$ cat src/rtl/board_input_reader_pkg.sv
// rtl/board_input_reader_pkg.sv - shared defaults and counter sizing for the board input reader
package board_input_reader_pkg;

   localparam int DEFAULT_DEBOUNCE_CYCLES = 500000;
   localparam int NUM_BTN_DEFAULT         = 4;
   localparam int NUM_SW_DEFAULT          = 8;

   // Counter only has to reach DEBOUNCE_CYCLES-1, so $clog2 is exactly wide enough.
   function automatic int cnt_width(input int debounce_cycles);
      return $clog2(debounce_cycles);
   endfunction

endpackage

$ cat src/rtl/input_debouncer.sv
// rtl/input_debouncer.sv - one pin: 2-flop synchronizer, stability counter, debounced level and edge pulses
module input_debouncer
   import board_input_reader_pkg::*;
#(
   parameter int DEBOUNCE_CYCLES = DEFAULT_DEBOUNCE_CYCLES
) (
   input  logic clk,
   input  logic rst_n,
   input  logic pin_raw,
   output logic level,
   output logic rise,
   output logic fall
);

   localparam int              CW      = cnt_width(DEBOUNCE_CYCLES);
   localparam logic [CW-1:0]   CNT_MAX = CW'(DEBOUNCE_CYCLES - 1);

   logic          sync1;
   logic          sync2;
   logic          stable;
   logic [CW-1:0] cnt;
   logic          accept;

   assign accept = (sync2 != stable) && (cnt == CNT_MAX);
   assign level  = stable;

   always_ff @(posedge clk or negedge rst_n) begin
      if (!rst_n) begin
         sync1  <= 1'b0;
         sync2  <= 1'b0;
         stable <= 1'b0;
         cnt    <= '0;
         rise   <= 1'b0;
         fall   <= 1'b0;
      end else begin
         sync1 <= pin_raw;
         sync2 <= sync1;
         // Pulses are registered on the same edge that flips stable.
         rise  <= accept & sync2;
         fall  <= accept & ~sync2;
         if (sync2 == stable) begin
            cnt <= '0;
         end else if (accept) begin
            stable <= sync2;
            cnt    <= '0;
         end else begin
            cnt <= cnt + CW'(1);
         end
      end
   end

endmodule

$ cat src/rtl/board_input_reader.sv
// rtl/board_input_reader.sv - debounced pushbutton and slide-switch capture with event pulses
module board_input_reader
   import board_input_reader_pkg::*;
#(
   parameter int DEBOUNCE_CYCLES = DEFAULT_DEBOUNCE_CYCLES,
   parameter int NUM_BTN         = NUM_BTN_DEFAULT,
   parameter int NUM_SW          = NUM_SW_DEFAULT
) (
   input  logic               clk,
   input  logic               rst_n,
   input  logic [NUM_BTN-1:0] btn_raw,
   input  logic [NUM_SW-1:0]  sw_raw,
   output logic [NUM_BTN-1:0] btn_level,
   output logic [NUM_BTN-1:0] btn_press,
   output logic [NUM_BTN-1:0] btn_release,
   output logic [NUM_SW-1:0]  sw_level,
   output logic               sw_changed
);

   logic [NUM_SW-1:0] sw_rise;
   logic [NUM_SW-1:0] sw_fall;

   for (genvar i = 0; i < NUM_BTN; i++) begin : g_btn
      input_debouncer #(.DEBOUNCE_CYCLES(DEBOUNCE_CYCLES)) u_deb (
         .clk     (clk),
         .rst_n   (rst_n),
         .pin_raw (btn_raw[i]),
         .level   (btn_level[i]),
         .rise    (btn_press[i]),
         .fall    (btn_release[i])
      );
   end

   for (genvar i = 0; i < NUM_SW; i++) begin : g_sw
      input_debouncer #(.DEBOUNCE_CYCLES(DEBOUNCE_CYCLES)) u_deb (
         .clk     (clk),
         .rst_n   (rst_n),
         .pin_raw (sw_raw[i]),
         .level   (sw_level[i]),
         .rise    (sw_rise[i]),
         .fall    (sw_fall[i])
      );
   end

   // Per-switch pulses come straight from flops, so their OR lines up with sw_level.
   assign sw_changed = |(sw_rise | sw_fall);

endmodule

$ cat config.mk
export PLATFORM = sky130hd
export DESIGN_NAME = board_input_reader
export DESIGN_NICKNAME = d
export VERILOG_FILES = /design/src/rtl/board_input_reader_pkg.sv /design/src/rtl/input_debouncer.sv /design/src/rtl/board_input_reader.sv
export SDC_FILE = /design/constraint.sdc
export NUM_CORES = 1
export LEC_CHECK = 0
export BUFFER_PORTS_ARGS = -buffer_cell sky130_fd_sc_hd__clkbuf_2
export CAP_MARGIN = 15
export CORE_ASPECT_RATIO = 0.9
export CORE_MARGIN = 1
export CORE_UTILIZATION = 45
export CTS_BUF_LIST = sky130_fd_sc_hd__clkbuf_4
export DETAILED_ROUTE_END_ITERATION = 10
export SKIP_CTS_REPAIR_TIMING = 1
export SYNTH_ARGS = -nofsm -noshare
export SYNTH_HDL_FRONTEND = slang
export SYNTH_SLANG_ARGS = --single-unit
$ cat constraint.sdc
create_clock -name clk -period 4.1 [get_ports clk]
set_input_delay 0.82 -clock clk [delete_from_list [all_inputs] [get_ports clk]]
set_output_delay 0.82 -clock clk [all_outputs]
set_load 0.01 [all_outputs]
# ---- Word-level counts from Yosys, hierarchy flattened
# Cells that the tools add are included.
dict set report totals {
  register_bits 288
  in_bits 14
  word_cells 218
}
dict set report classes {
  addsub 12
  eq_ne 36
  n_mux 24
  bitwise 49
  reduce_logical 25
}
# cell n
set op_table {}
lappend op_table {{$mux 19} 24}
lappend op_table {{$add 19x1->19 const B} 12}
lappend op_table {{$eq 19x19->1 const B} 12}
lappend op_table {{$and 1x1->1} 24}
lappend op_table {{$not 1->1} 24}
lappend op_table {{$reduce_and 2->1} 12}
lappend op_table {{$eq 1x1->1} 12}
lappend op_table {{$logic_and 1x1->1} 12}
lappend op_table {{$ne 1x1->1} 12}
lappend op_table {{$or 8x8->8} 1}
lappend op_table {{$reduce_or 8->1} 1}

# ---- Depth between registers and ports, before layout
# Gate-level depths: netlist of run 1.
dict set report depth {
  word_depth 4
  ltp_mapped 7
  ltp_nobuf 5
}

# ---- Modules after synthesis
# Synthesis of run 1 repeated with hierarchy kept, for this count alone.
dict set report hier_totals {
  cells_unflattened 1361
  hier_area_um2 13754.4
}
# mod n_inst cells_per_inst area_each_um2 seq_area_each_um2
set by_module_without_submodules {}
lappend by_module_without_submodules {input_debouncer 12 113 1143.6 600.6}
lappend by_module_without_submodules {board_input_reader 1 5 31.3 0.0}

# ---- Least setup slack after synthesis of run 1
# Ideal clock, no wire load.
dict set report synth_path {
  kind {register -> register}
  start {register g_btn[0].u_deb.cnt[11]}
  end {register g_btn[0].u_deb.stable}
  setup_time_ps 125
  t_arrival_ps 1889
  required_time_ps 3975
  slack_ps 2086
  path_stages_with_launch 5
  path_buffers 0
  period_less_slack_ps 2014
  path_cell_list {dfrtp_1 > or4_1 > or4_1 > nor3_1 > mux2_2}
}
dict set report synth_between {
  elab_chain_cells 3
}
# element line
set synth_rtl {}
lappend synth_rtl {{start, declared} input_debouncer.sv:21} ;# logic [CW-1:0] cnt;
lappend synth_rtl {{start signal, assigned} input_debouncer.sv:47} ;# cnt <= cnt + CW'(1);
lappend synth_rtl {{$eq 19x19->1} input_debouncer.sv:24} ;# assign accept = (sync2 != stable) && (cnt == CNT_MAX);
lappend synth_rtl {{$logic_and 1x1->1} input_debouncer.sv:24}
lappend synth_rtl {{$reduce_and 2->1 (no line)} -}
lappend synth_rtl {{end signal, assigned} input_debouncer.sv:44} ;# stable <= sync2;
lappend synth_rtl {{end, declared} input_debouncer.sv:20} ;# logic stable;
# Every way passes these cells.
# A chain may end at the register's enable or synchronous reset.

# ---- Worst setup path after layout of run 1
dict set report layout_path {
  start {register g_sw[6].u_deb.fall}
  end {output port sw_changed}
}
dict set report layout_between {
  elab_chain_cells 2
}
# element line
set layout_rtl {}
lappend layout_rtl {{start, declared} input_debouncer.sv:12} ;# output logic fall
lappend layout_rtl {{start signal, assigned} input_debouncer.sv:40} ;# fall <= accept & ~sync2;
lappend layout_rtl {{$or 8x8->8} board_input_reader.sv:46} ;# assign sw_changed = |(sw_rise | sw_fall);
lappend layout_rtl {{$reduce_or 8->1} board_input_reader.sv:46}
lappend layout_rtl {{end, declared} board_input_reader.sv:17} ;# output logic sw_changed
# Every way passes these cells.

==> out/metrics.cfg, run 1 <==
[grt]
grt_pass1_wl_um=44700
grt_remaining_overflow=0
track_usage_pct=17.5
met2_usage_pct=25.7
grt_start_max_net_pins=99
top_usage_layer=met2
grtUsageMet1_pct=24.4
grt_pass1_vias=9530
antenna_found_initial=1
met3_usage_pct=4.82

[power]
p_per_area_nw_per_um2=372
ir_drop_uv=197
p_leak_nw=6.21
total_power_w=0.00552

[setup_path]
worst_path_largest_cell_delay_ns=0.56
path_delay_family=simple AND/OR/NAND/NOR gates
path_class=register to primary output
r2r_slack_ns=1.71
end_kind=primary output
crit_slowest_cell=nor4_1
critPathArrivalTime_ns=1.96
reg2reg_depth=5
regToRegStartpoint=g_sw[6].u_deb.cnt[0]
r2r_end=g_sw[6].u_deb.cnt[6]
worst-path-buf-inv=1
path_depth=3
required_ns=3.28
critPathMaxFanout=1
path_cells=nor4_1 -> nand4_1 -> clkbuf_2
startpoint_type=register

[timing]
slew_violations=0
rsz0062_at_grt=no
tightest_slew_ns=0.788
slew-limit-headroom_pct=47.5
fmax_mhz=360
fin_crit_sh_pct=67.8
final-hold-violation-count=0
setup_tns_ns=0
clock_skew_ns=0.0494
layout_min_cycle_time_ns=2.78
setup_viol=0

[final_layout]
layout-drive-gt1-share_pct=12.8
fin_cells=1850
num-nets-final=1434
synthToLayoutAreaGrowth_pct=10.3
fin_area_um2=14900

[yosys]
synth_common_cells=288 x dfrtp_1, 202 x nor2_1, 91 x xnor2_1
avgSynthCellArea_um2=10.1
synth.most_common_cell=dfrtp_1
yosysTopAreaCell=dfrtp_1
syn_area_um2=13500
synth_top_area_share_pct=53.5
syn_inst=1335
synth-edff-count=0
ys_types=48
syn_nets=1361
yosysWarnings=0
ys_ff_latch=288
ys.flop_type=dfrtp_1
yosysSeqAreaShare_pct=53.5
synth_area_leaders=dfrtp_1 54%, xnor2_1 5.9%, nor2_1 5.6%
async_flop_share_pct=100

[clock_network]
cts-root-buf=clkbuf_4
cts_buffer_depth=3
cts_max_level=3
cts.sinks=288
tritoncts=yes
clkTransAtPathRegs_ns=0.07
cts_buffers=81
worstSkewPairLatency_ns=0.70

[floorplanning]
dieHeight_um=166
core-area_um2=29200
die_area_um2=30600
die_w_um=184
rows=59
num_io_pins=35
initial_utilization_pct=46.2

[detailed_routing]
avgViaCountPerCell=5.28
routed_wl_um=25400
firstDrtPassIters=7
drc_errors=0
wire_per_inst_um=13.7
vias=9760
postRouteAntennaNets=0
drt_iter0_drc=501

[status]
status=complete, no violations

[placed_design]
port_buffers=34
gp_congestion=0.818
placed_area_um2=13900
dp_hpwl_um=16300
dp_cells=1721

[min_path]
hold_class=primary input to asynchronous set/reset pin

[run]
maxCapViolCount=0

[layout by cell type (no fill, tap or decap), types with 13 or more instances in the layout]
master	count
dfrtp_1	288
nor2_1	202
clkbuf_4	107
xnor2_1	91
nand2_1	77
nand3_1	75
xor2_1	71
nand4_1	56
a21oi_1	55
inv_1	41
nor3_1	39
nor4_1	38
or3_1	33
clkbuf_2	33
or4_1	31
o21ai_0	27
o31ai_1	25
and3_1	20
clkinv_1	16
and4_1	15
nor4b_1	13
[stage by stage]
stage | setup WS, ns | util (%) | hold slack, ns
floorplan | 2.09 | - | 0.331
global placement | 1.79 | 47.8 | 0.332
detailed placement | 1.70 | 47.8 | 0.335
CTS | 1.19 | 50.9 | 0.133
global route | 1.14 | 50.9 | 0.139
finish | 1.32 | 50.9 | 0.148
[worst max path at each step]
stage                                 startpoint  slack (ns)                    end
final                         g_sw[6].u_deb.fall        1.32             sw_changed
after global routing          g_sw[6].u_deb.fall        1.14             sw_changed
after CTS                     g_sw[6].u_deb.fall        1.19             sw_changed
after detailed placement    g_sw[6].u_deb.cnt[0]        1.70   g_sw[6].u_deb.cnt[6]
after global placement      g_sw[6].u_deb.cnt[0]        1.79  g_sw[6].u_deb.cnt[10]
after floorplan           g_btn[0].u_deb.cnt[11]        2.09   g_btn[0].u_deb.level
[state kept, by name (all words and copies together) (netlist names)]
register,flops
g_btn.u_deb.level,4
g_sw.u_deb.fall,8
g_sw.u_deb.level,8
g_btn.u_deb.rise,4
g_sw.u_deb.sync2,8
g_btn.u_deb.sync2,4
g_btn.u_deb.fall,4
g_sw.u_deb.rise,8
g_btn.u_deb.cnt,76
g_sw.u_deb.sync1,8
g_btn.u_deb.sync1,4
g_sw.u_deb.cnt,152
[per-layer routing]
metal  share of wire, %  up-vias
met5                  0        -
met4                2.0        0
met3                5.0       50
met2                 44      160
met1                 49     4676
li1                   -     4874
[area by class of cell]
class                   count  area, µm²
inverters                  41        154
flip-flops and latches    288       7210
well taps                 396        495
clock buffers             107        803
fillers                  2751      14300
clock inverters            20        104
diodes                      2       5.00
repair buffers             42        278
multi-input cells         954       5810
[power by group]
part / switching (W) / total, W / internal, W
Sequential: 0.0000394 / 0.00292 / 0.00288
Combinational: 0.000124 / 0.000176 / 0.0000514
Clock: 0.00117 / 0.00242 / 0.00126
Total: 0.00133 / 0.00552 / 0.00419
[worst reg2reg max path, cell delays in order (launching register included)]
cell and delay (ns):
dfrtp_1 0.36, ha_1 0.23, nand4_1 0.30, or3_1 0.54, o21bai_2 0.67, nor2_1 0.12
[logic make-up (layout without fill, tap and decap cells)]
logic type,after synthesis,after routing,synth area share [%]
AO/OA/AOI/OAI,130,130,5.92
XOR/XNOR,162,162,10.5
adder cells (fa/ha/maj),12,12,1.11
buffers and inverters,93,210,3.37
flip-flops,288,288,53.5
multiplexers,4,4,0.334
other,0,2,0
AND/OR/NAND/NOR,646,646,25.2
Note: power is estimated with default switching activity, not from simulation.
==> run 2, diff against run 1 <==
==> constraint.sdc (replaced) <==
create_clock -name clk -period 2.6 [get_ports clk]
set_input_delay 0.52 -clock clk [delete_from_list [all_inputs] [get_ports clk]]
set_output_delay 0.52 -clock clk [all_outputs]
set_load 0.01 [all_outputs]
==> out/metrics.cfg, run 2 (synthesis results as in run 1) <==
[floorplanning]
die_w_um=184
core-area_um2=29200
initial_utilization_pct=46.2
rows=59
num_io_pins=35
die_area_um2=30600
dieHeight_um=166

[timing]
clock_skew_ns=0.0294
final-hold-violation-count=0
setup_ws_ns=0.212
layout_min_cycle_time_ns=2.39
setup_viol=0
setup_tns_ns=0
slew-limit-headroom_pct=62.6
tightest_slew_ns=0.556
fmax_mhz=419
slew_violations=0
fin_crit_sh_pct=91.8
rsz0062_at_grt=no

[clock_network]
clkTransAtPathRegs_ns=0.06
cts_buffers=80
worstSkewPairLatency_ns=0.70
cts-root-buf=clkbuf_4
cts_max_level=3
cts.sinks=288
cts_buffer_depth=3
tritoncts=yes

[setup_path]
end_kind=primary output
path_class=register to primary output
worst_path_largest_cell_delay_ns=0.44
critPathArrivalTime_ns=1.87
startpoint_type=register
critPathMaxFanout=1
crit_slowest_cell=nor4_2
path_cells=nor4_2 -> nand4_1 -> clkbuf_2
required_ns=2.08

[grt]
track_usage_pct=17.5
grt_pass1_vias=9584
grt_pass1_wl_um=44900
grt_start_max_net_pins=67
grt_remaining_overflow=0
antenna_found_initial=1

[power]
total_power_w=0.00902
ir_drop_uv=371
p_per_area_nw_per_um2=595
p_leak_nw=6.36

[final_layout]
final_cell_mix=288 x dfrtp_1, 202 x nor2_1, 108 x clkbuf_4, 91 x xnor2_1, 77 x nand2_1
regMostFlops=g_sw.u_deb.cnt
top_regs=g_sw.u_deb.cnt (152), g_btn.u_deb.cnt (76)
synthToLayoutAreaGrowth_pct=12.5
largest_reg_flops=152
num-nets-final=1454
final_util_pct=52.0
layout-drive-gt1-share_pct=13.5
layout_commonest_cell=dfrtp_1

[placed_design]
dp_hpwl_um=16100
port_buffers=34
dpl_worst_slack_ns=0.396
gp_congestion=0.782

[detailed_routing]
postRouteAntennaNets=0
avgViaCountPerCell=5.24
drt_iter0_drc=459
drc_errors=0
routed_wl_um=25200
vias=9862
wire_per_inst_um=13.4
firstDrtPassIters=5

[min_path]
hold_class=register to register

[run]
maxCapViolCount=0

[status]
status=complete, no violations

## run 2: worst paths after layout
check	startpoint	endpoint	slack (ns)	depth (start not counted)
max	g_sw[4].u_deb.rise	sw_changed	0.21	3
min	g_btn[1].u_deb.sync1	g_btn[1].u_deb.sync2	0.33	0
max reg2reg	g_sw[2].u_deb.cnt[9]	g_sw[2].u_deb.cnt[5]	0.41	4
min reg2reg	g_btn[1].u_deb.sync1	g_btn[1].u_deb.sync2	0.33	0
max in group asynchronous	rst_n	g_btn[3].u_deb.cnt[13]	1.53	3
min in group asynchronous	rst_n	g_btn[1].u_deb.sync2	0.34	2
## run 2: layout make-up
class / instances / area [µm²]
flip-flops and latches: 288 / 7210
multi-input cells: 954 / 5820
inverters: 41 / 154
fillers: 2726 / 14000
clock buffers: 108 / 811
diodes: 1 / 2.50
clock inverters: 30 / 194
well taps: 396 / 495
repair buffers: 63 / 480
## run 2: critical path: cells and delay by family (launching register included)
| family | cells | cell delay (ns) |
|---|---|---|
| buffers and inverters | 1 | 0.17 |
| flip-flops | 1 | 0.41 |
| AND/OR/NAND/NOR | 2 | 0.59 |
## run 2: power breakdown
group | total, W | switching, W | internal [W] | leakage, nW
sequential | 0.00461 | 0.0000632 | 0.00455 | 3.94
combinational | 0.000301 | 0.000200 | 0.000101 | 1.82
clock | 0.00411 | 0.00189 | 0.00222 | 0.597
## run 2: layer usage
layer  track usage (%)  routed length (µm)
met1              24.5               12700
met2              25.6               11000
met3              4.36                1020
met4              7.68                 580
met5                 0                   0
## run 2: through the flow
stage | hold WS [ns] | cells | area (µm²)
2_1_floorplan | 0.224 | 1335 | 13500
3_3_place_gp | 0.333 | 1729 | 14000
3_5_place_dp | 0.335 | 1729 | 14000
4_1_cts | -0.314 | 1867 | 15000
5_1_grt | 0.331 | 1881 | 15200
6_report | 0.333 | 1881 | 15200
